==> src/rtl/arbitro_pkg.sv <==
// Shared types for the memory arbiter: FSM state encoding and port-owner codes.
package arbitro_pkg;

    typedef enum logic [1:0] {
        IDLE  = 2'b00,
        ISSUE = 2'b01,
        RESP  = 2'b10
    } state_t;

    localparam logic OWN_IF = 1'b0;
    localparam logic OWN_DM = 1'b1;

endpackage

==> src/rtl/arbitro_prio.sv <==
// Winner selection between the fetch and data ports.
// Build option: define ARB_ROUND_ROBIN_EN to alternate the winner on conflicts;
// otherwise the data port always wins a conflict.
module arbitro_prio
    import arbitro_pkg::*;
(
    input  logic req_if,
    input  logic req_dm,
`ifdef ARB_ROUND_ROBIN_EN
    input  logic last_owner,
`endif
    output logic grant,
    output logic owner
);

    // Combinational choice of the winning port from the already-masked requests.
    always_comb begin
        // NOTE: every output gets a default first so no path through the block infers a latch.
        grant = req_if | req_dm;
        owner = OWN_IF;
        if (req_if && req_dm) begin
`ifdef ARB_ROUND_ROBIN_EN
            owner = (last_owner == OWN_IF) ? OWN_DM : OWN_IF;
`else
            owner = OWN_DM;
`endif
        end else if (req_dm) begin
            owner = OWN_DM;
        end
    end

endmodule

==> src/rtl/arbitro_memoria.sv <==
// Arbiter serializing the CPU fetch and data ports onto one shared memory port.
// Each transaction runs IDLE -> ISSUE -> RESP, acking the owner one cycle later.
// Build option: ARB_ROUND_ROBIN_EN selects alternating conflict resolution
// instead of fixed data-port priority.
module arbitro_memoria
    import arbitro_pkg::*;
#(
    parameter int AW = 32,
    parameter int DW = 32
) (
    input  logic          clock,
    input  logic          reset,
    input  logic          if_req,
    input  logic [AW-1:0] if_addr,
    output logic [DW-1:0] if_rdata,
    output logic          if_ack,
    output logic          if_stall,
    input  logic          dm_req,
    input  logic          dm_we,
    input  logic [AW-1:0] dm_addr,
    input  logic [DW-1:0] dm_wdata,
    output logic [DW-1:0] dm_rdata,
    output logic          dm_ack,
    output logic          dm_stall,
    output logic          mem_en,
    output logic          mem_we,
    output logic [AW-1:0] mem_addr,
    output logic [DW-1:0] mem_wdata,
    input  logic [DW-1:0] mem_rdata
);

    state_t        state;
    logic          owner_q;
    logic          we_q;
    logic [AW-1:0] addr_q;
    logic [DW-1:0] wdata_q;
    logic          if_ack_q;
    logic          dm_ack_q;
    logic [DW-1:0] if_rdata_q;
    logic [DW-1:0] dm_rdata_q;
`ifdef ARB_ROUND_ROBIN_EN
    logic          last_owner;
`endif

    logic req_if_m;
    logic req_dm_m;
    logic grant;
    logic grant_owner;

    // A port still showing its ack is ignored so a held request is not re-served at once.
    assign req_if_m = if_req & ~if_ack_q;
    assign req_dm_m = dm_req & ~dm_ack_q;

    arbitro_prio u_prio (
        .req_if     (req_if_m),
        .req_dm     (req_dm_m),
`ifdef ARB_ROUND_ROBIN_EN
        .last_owner (last_owner),
`endif
        .grant      (grant),
        .owner      (grant_owner)
    );

    // Transaction FSM: latch the winner in IDLE, strobe memory in ISSUE, complete in RESP.
    always_ff @(posedge clock) begin
        if (reset) begin
            state      <= IDLE;
            owner_q    <= OWN_IF;
            we_q       <= 1'b0;
            addr_q     <= '0;
            wdata_q    <= '0;
            if_ack_q   <= 1'b0;
            dm_ack_q   <= 1'b0;
            if_rdata_q <= '0;
            dm_rdata_q <= '0;
`ifdef ARB_ROUND_ROBIN_EN
            last_owner <= OWN_IF;
`endif
        end else begin
            // NOTE: non-blocking assignments so every register sees pre-edge values.
            if_ack_q <= 1'b0;
            dm_ack_q <= 1'b0;
            case (state)
                IDLE: begin
                    if (grant) begin
                        owner_q <= grant_owner;
                        if (grant_owner == OWN_DM) begin
                            addr_q  <= dm_addr;
                            we_q    <= dm_we;
                            wdata_q <= dm_wdata;
                        end else begin
                            addr_q  <= if_addr;
                            we_q    <= 1'b0;
                            wdata_q <= '0;
                        end
`ifdef ARB_ROUND_ROBIN_EN
                        last_owner <= grant_owner;
`endif
                        state <= ISSUE;
                    end
                end
                ISSUE: state <= RESP;
                RESP: begin
                    if (owner_q == OWN_DM) begin
                        dm_ack_q <= 1'b1;
                        if (!we_q) dm_rdata_q <= mem_rdata;
                    end else begin
                        if_ack_q <= 1'b1;
                        if (!we_q) if_rdata_q <= mem_rdata;
                    end
                    state <= IDLE;
                end
                default: state <= IDLE;
            endcase
        end
    end

    // Memory strobe only in ISSUE, and never while reset is asserted.
    assign mem_en    = (state == ISSUE) & ~reset;
    assign mem_we    = mem_en & we_q;
    assign mem_addr  = addr_q;
    assign mem_wdata = wdata_q;

    assign if_ack   = if_ack_q;
    assign dm_ack   = dm_ack_q;
    assign if_rdata = if_rdata_q;
    assign dm_rdata = dm_rdata_q;

    // Stalls follow the live request and ack in the same cycle.
    assign if_stall = if_req & ~if_ack_q;
    assign dm_stall = dm_req & ~dm_ack_q;

endmodule

==> config.mk <==
export PLATFORM = sky130hd
export DESIGN_NAME = arbitro_memoria
export DESIGN_NICKNAME = d
export VERILOG_FILES = /design/src/rtl/arbitro_pkg.sv /design/src/rtl/arbitro_prio.sv /design/src/rtl/arbitro_memoria.sv
export SDC_FILE = /design/constraint.sdc
export NUM_CORES = 1
export LEC_CHECK = 0
export ABC_AREA = 1
export CAP_MARGIN = 10
export CORE_MARGIN = 1.5
export CORE_UTILIZATION = 40
export DETAILED_ROUTE_END_ITERATION = 10
export GPL_ROUTABILITY_DRIVEN = 0
export HOLD_SLACK_MARGIN = 0.1
export PLACE_DENSITY = 0.78
export SLEW_MARGIN = 20
export SYNTH_ARGS = -nofsm -noshare
export SYNTH_HDL_FRONTEND = slang
export SYNTH_SLANG_ARGS = --single-unit
export TNS_END_PERCENT = 5
==> constraint.sdc <==
create_clock -name clock -period 1.6 [get_ports clock]
set_clock_uncertainty 0.2 [all_clocks]
set_input_delay 0.32 -clock clock [delete_from_list [all_inputs] [get_ports clock]]
set_output_delay 0.32 -clock clock [all_outputs]
set_load 0.05 [all_outputs]
After elaboration in Yosys (flattened, before gate mapping):

Index checks and enable logic that the tools add are counted.

* mux-type cells: 9
* reductions and logical operators: 6
* bitwise operators: 11
* eq/ne operators: 3

Operator list (number)
* 32-bit two-way mux: 2
* 1-bit inverter: 6
* 3-bit AND reduction: 2
* 1-bit two-way mux: 5
* 1-bit bitwise AND: 4
* 2-bit one-hot mux with 2 select lines: 1
* 2-bit by 1-bit == test with 1-bit output, second input constant: 1
* 2-bit == test, second input constant: 1
* 2-bit logical NOT: 1
* 2-bit two-way mux: 1
* 2-bit != test, second input constant: 1
* 2-bit AND reduction: 1
* 2-bit OR reduction: 1
* 1-bit logical AND: 1
* 1-bit OR: 1

* input bits: 133
* bits in registers: 134
* output and inout bits: 134
* word-level logic and storage cells: 38

Depth between registers and ports, before layout:

* depth after elaboration: 5
* gate-level depth with buffers: 8
* mapped depth without buffers: 7

Modules after synthesis:

From an unflattened synthesis, not the netlist that was laid out.

* cell total of the unflattened synthesis: 940
* area, all modules: 5985.7 um2

By module, submodules not included
* arbitro_memoria: cells each 936, area each 5970.7 um2, sequential area each 2682.6 um2, instances 1
* arbitro_prio: cells each 4, area each 15.0 um2, sequential area each 0.0 um2, instances 1

Worst setup path after synthesis:

No wires, ideal clock.

* path type: register to output
* start point: reg state[0]
* end point: out mem_we
* cell stages (with the launch flop): 4
* setup slack: -998 ps
* required time: 1080 ps
* path buffers: 0
* arrival: 2078 ps
* cell sequence: dfxtp_1 -> inv_2 -> nor3_1 -> and2_1

* word-level cells in the longest chain between the ends: 3

Ends and longest elaborated chain
* from (decl): line arbitro_memoria.sv:32 `state_t state;`
* from (signal assigned): line arbitro_memoria.sv:67 `state <= IDLE;`
* from (signal assigned): line arbitro_memoria.sv:99 `state <= ISSUE;`
* from (signal assigned): line arbitro_memoria.sv:102 `ISSUE: state <= RESP;`
* 2-bit by 1-bit == test with 1-bit output: line arbitro_memoria.sv:119 `assign mem_en = (state == ISSUE) & ~reset;`
* 1-bit bitwise AND: line arbitro_memoria.sv:119
* via mem_en: line arbitro_memoria.sv:25 `output logic mem_en,`
* 1-bit bitwise AND: line arbitro_memoria.sv:120 `assign mem_we = mem_en & we_q;`
* to (decl): line arbitro_memoria.sv:26 `output logic mem_we,`

The timed path passes the listed nets, and every way through them passes these cells.

Worst setup path after layout:

* start point: reg state[0]
* end point: out mem_we

* word-level cells in the longest chain between the ends: 3

Ends and longest elaborated chain (line)
* 2-bit by 1-bit == test with 1-bit output: arbitro_memoria.sv:119
* 1-bit bitwise AND: arbitro_memoria.sv:119
* 1-bit bitwise AND: arbitro_memoria.sv:120

Every way passes these cells.

==> metrics.md <==
| Metric | Value |
|---|---|
| Number of levels the H-tree was split into | `4` |
| Via Count | `5,804` |
| Area growth from synthesis to layout | `93.0%` |
| Number of clock buffers inserted by TritonCTS | `17` |
| Max Fclk | `539 MHz` |
| Utilization of the core after routing | `80.2%` |
| Share of final-layout standard cells stronger than drive strength 1 | `21.3%` |
| Final antenna-violating net count | `0` |
| Row count | `41` |
| Portion of synthesized cell area occupied by the leading cell type | `50.3%` |
| Most area-consuming cells after synthesis | `sky130_fd_sc_hd__dfxtp_1 50%, sky130_fd_sc_hd__nand2_1 16%, sky130_fd_sc_hd__nor2_1 14%` |
| Result of the run | `finished, violations left` |
| Input/output buffers | `266` |
| Leakage component of the power | `4.40 nW` |
| Class of the most critical setup path | `reg -> out` |
| Cell type with the highest aggregate area in the netlist | `sky130_fd_sc_hd__dfxtp_1` |
| Final critical-path share of the clock period | `116%` |
| Final global-route overflow total | `0` |
| Worst setup SP type | `register` |
| Post-CTS clock slew at the launch and capture registers of the worst setup and hold paths | `60 ps` |
| Worst vdd rail ir drop | `913 uV` |
| Count of pins on the block boundary | `267` |
| Final-stage net count | `1,160` |
| Horiz. Die Dim | `118 um` |
| Floorplan die height | `118 um` |
| Tightest Pin Transition | `351 ps` |
| Final number of max-transition violations | `0` |
| Sum of internal, switching and leakage power | `0.0108 W` |
| Full die area | `14,000 sq um` |
| Clock tree buffer depth | `2` |
| Most used flip-flop cell after synthesis | `sky130_fd_sc_hd__dfxtp_1` |
| Largest net degree at the start of global routing | `38` |
| Vias in the first global route | `5,900` |
| Synthesized area per cell | `7.04 sq um` |
| Post-Route Setup TNS | `-511 ps` |
| Global-route wire length before repair | `29.6 mm` |
| Worst hold path type | `in -> reg` |
| Final setup violation count | `7` |
| Top post-synthesis cells by count | `228 x sky130_fd_sc_hd__nand2_1, 195 x sky130_fd_sc_hd__nor2_1, 134 x sky130_fd_sc_hd__dfxtp_1` |
| CTS Root Cell | `sky130_fd_sc_hd__clkbuf_16` |
| Critical path fanouts, max | `3` |
| Max-slew headroom | `76.6%` |
| Hold Buf Count CTS | `0` |
| Pre-antenna DRT Iters | `5` |
| Effective utilization at floorplan | `41.6%` |
| Proportion of synthesized flip-flops having asynchronous set or reset | `0%` |
| Area of the mapped netlist | `5330 sq um` |
| Synth warnings | `0` |
| Clock latency reported for the late side of the worst-skew pair | `420 ps` |
| Initial antenna violation count | `0` |
| Average wire per standard cell | `15.6 um` |
| Areal power density over the cells | `1050 nW/um^2` |
| DP Cell Count | `1,171` |
| Final Non-Filler Cells | `1,212` |
| Number of remaining DRC errors | `0` |
| GRT Resource Usage Total | `27.1%` |
| Maximum Capacitance Violations | `0` |
| Number of antenna diodes | `0` |
| Final worst slack | `-255 ps` |
| CTS tree | `done` |
| Net count after synthesis | `890` |
| Final wirelength | `19.0 mm` |
| Via density | `4.79` |
| Number of cells produced by synthesis | `757` |
| Sequential fraction of the synthesis area | `50.3%` |
| HPWL after detailed placement | `12.9 mm` |
| Final Hold Fails | `0` |
| Final period demand of the worst path | `1850 ps` |
| Top-count cell post-synth | `sky130_fd_sc_hd__nand2_1` |
| Clock sink count | `134` |
| Unique cell type count in the Yosys netlist | `19` |
| Data required time at the worst endpoint | `1080 ps` |
| Unrepaired setup endpoints after global routing | `yes` |
| EDFF count, synth | `0` |
| Number of DRC markers after the initial detailed-route iteration | `420` |
| Core box area | `12,800 sq um` |
| Worst endpoint data arrival time | `1330 ps` |
| Violated checks | `negative setup slack` |
| Number of storage elements in the synthesis netlist | `134` |
| Endpoint type of the worst setup path | `output port` |
==> report_power, final <==
group          switching [W]  total [W]  internal, W
logic                0.00151    0.00291      0.00140
registers           0.000232    0.00379      0.00356
clock network        0.00150    0.00407      0.00258
==> through the flow <==
stage | worst slack, ps | hold WS (ps) | area, sq um
after CTS | -244 | 245 | 10200
final | -255 | 250 | 10300
after floorplan | -108 | 244 | 5350
after global placement | -220 | 281 | 9550
after global routing | -304 | 256 | 10300
after detailed placement | -291 | 287 | 9550
==> sequential cells by signal, indices dropped and copies added, names as in the netlist <==
name	cells
dm_rdata	32
if_rdata	32
dm_ack	1
we_q	1
owner_q	1
mem_wdata	32
state	2
if_ack	1
mem_addr	32
==> timing repair <==
item	in CTS	in global routing
pin swaps	2	0
resized for setup	11	11
setup buffers	2	7
endpoints found under the setup margin	7	69
==> final timing paths <==
| path | from | to | slack (ps) | cells after the start |
|---|---|---|---|---|
| setup / recovery | state[0]$_SDFFE_PP0P_ | mem_we | -250 | 4 |
| hold / removal | dm_wdata[12] | mem_wdata[12]$_SDFFE_PP0P_ | 250 | 3 |
| setup reg to reg | owner_q$_SDFFE_PP0P_ | dm_rdata[14]$_SDFFE_PP0P_ | -10 | 6 |
| hold reg to reg | mem_wdata[17]$_SDFFE_PP0P_ | mem_wdata[17]$_SDFFE_PP0P_ | 290 | 2 |
==> metal layers <==
layer,global-route usage [%],vias up,routed length [um]
met5,0,-,0
met4,13.9,0,725
met3,7.87,48,1300
met2,49.3,233,9880
met1,28.1,2671,7060
li1,-,2852,-
==> critical path, cell delays in order (launching register included) <==
cell and delay, ps:
sky130_fd_sc_hd__dfxtp_2 360, sky130_fd_sc_hd__inv_4 50, sky130_fd_sc_hd__nor3_4 180, sky130_fd_sc_hd__and2_4 180, sky130_fd_sc_hd__buf_12 130
==> layout by cell type, fill, tap and decap left out, types with 2 or more instances in the layout <==
| cell type | instances |
|---|---|
| sky130_fd_sc_hd__o21ai_0 | 52 |
| sky130_fd_sc_hd__nand2_4 | 3 |
| sky130_fd_sc_hd__clkinv_2 | 3 |
| sky130_fd_sc_hd__bufinv_16 | 3 |
| sky130_fd_sc_hd__buf_12 | 143 |
| sky130_fd_sc_hd__nor3_1 | 3 |
| sky130_fd_sc_hd__inv_2 | 6 |
| sky130_fd_sc_hd__clkbuf_16 | 17 |
| sky130_fd_sc_hd__a21oi_1 | 34 |
| sky130_fd_sc_hd__dfxtp_1 | 130 |
| sky130_fd_sc_hd__dfxtp_2 | 3 |
| sky130_fd_sc_hd__nand2_1 | 227 |
| sky130_fd_sc_hd__inv_6 | 2 |
| sky130_fd_sc_hd__clkbuf_8 | 3 |
| sky130_fd_sc_hd__buf_4 | 19 |
| sky130_fd_sc_hd__nand2_2 | 3 |
| sky130_fd_sc_hd__buf_6 | 2 |
| sky130_fd_sc_hd__nor2_1 | 194 |
| sky130_fd_sc_hd__inv_1 | 34 |
| sky130_fd_sc_hd__clkdlybuf4s50_1 | 130 |
| sky130_fd_sc_hd__o21ai_1 | 12 |
| sky130_fd_sc_hd__clkinv_4 | 3 |
==> layout make-up <==
cell class | count | area (sq um)
Inverter | 44 | 193
Multi-Input combinational cell | 534 | 2220
Timing Repair Buffer | 296 | 4350
Fill cell | 783 | 2540
Clock buffer | 21 | 470
Tap cell | 172 | 215
Sequential cell | 134 | 2690
Clock inverter | 11 | 148
==> kinds of logic (layout without fill, tap and decap cells) <==
| kind of cell | Yosys count | in the layout | share of synthesized area [%] |
|---|---|---|---|
| simple gates | 436 | 436 | 31.9 |
| compound gates | 98 | 98 | 9.20 |
| flops | 134 | 134 | 50.3 |
| buf+inv | 89 | 372 | 8.52 |
Note: power is estimated with default switching activity, not from simulation.
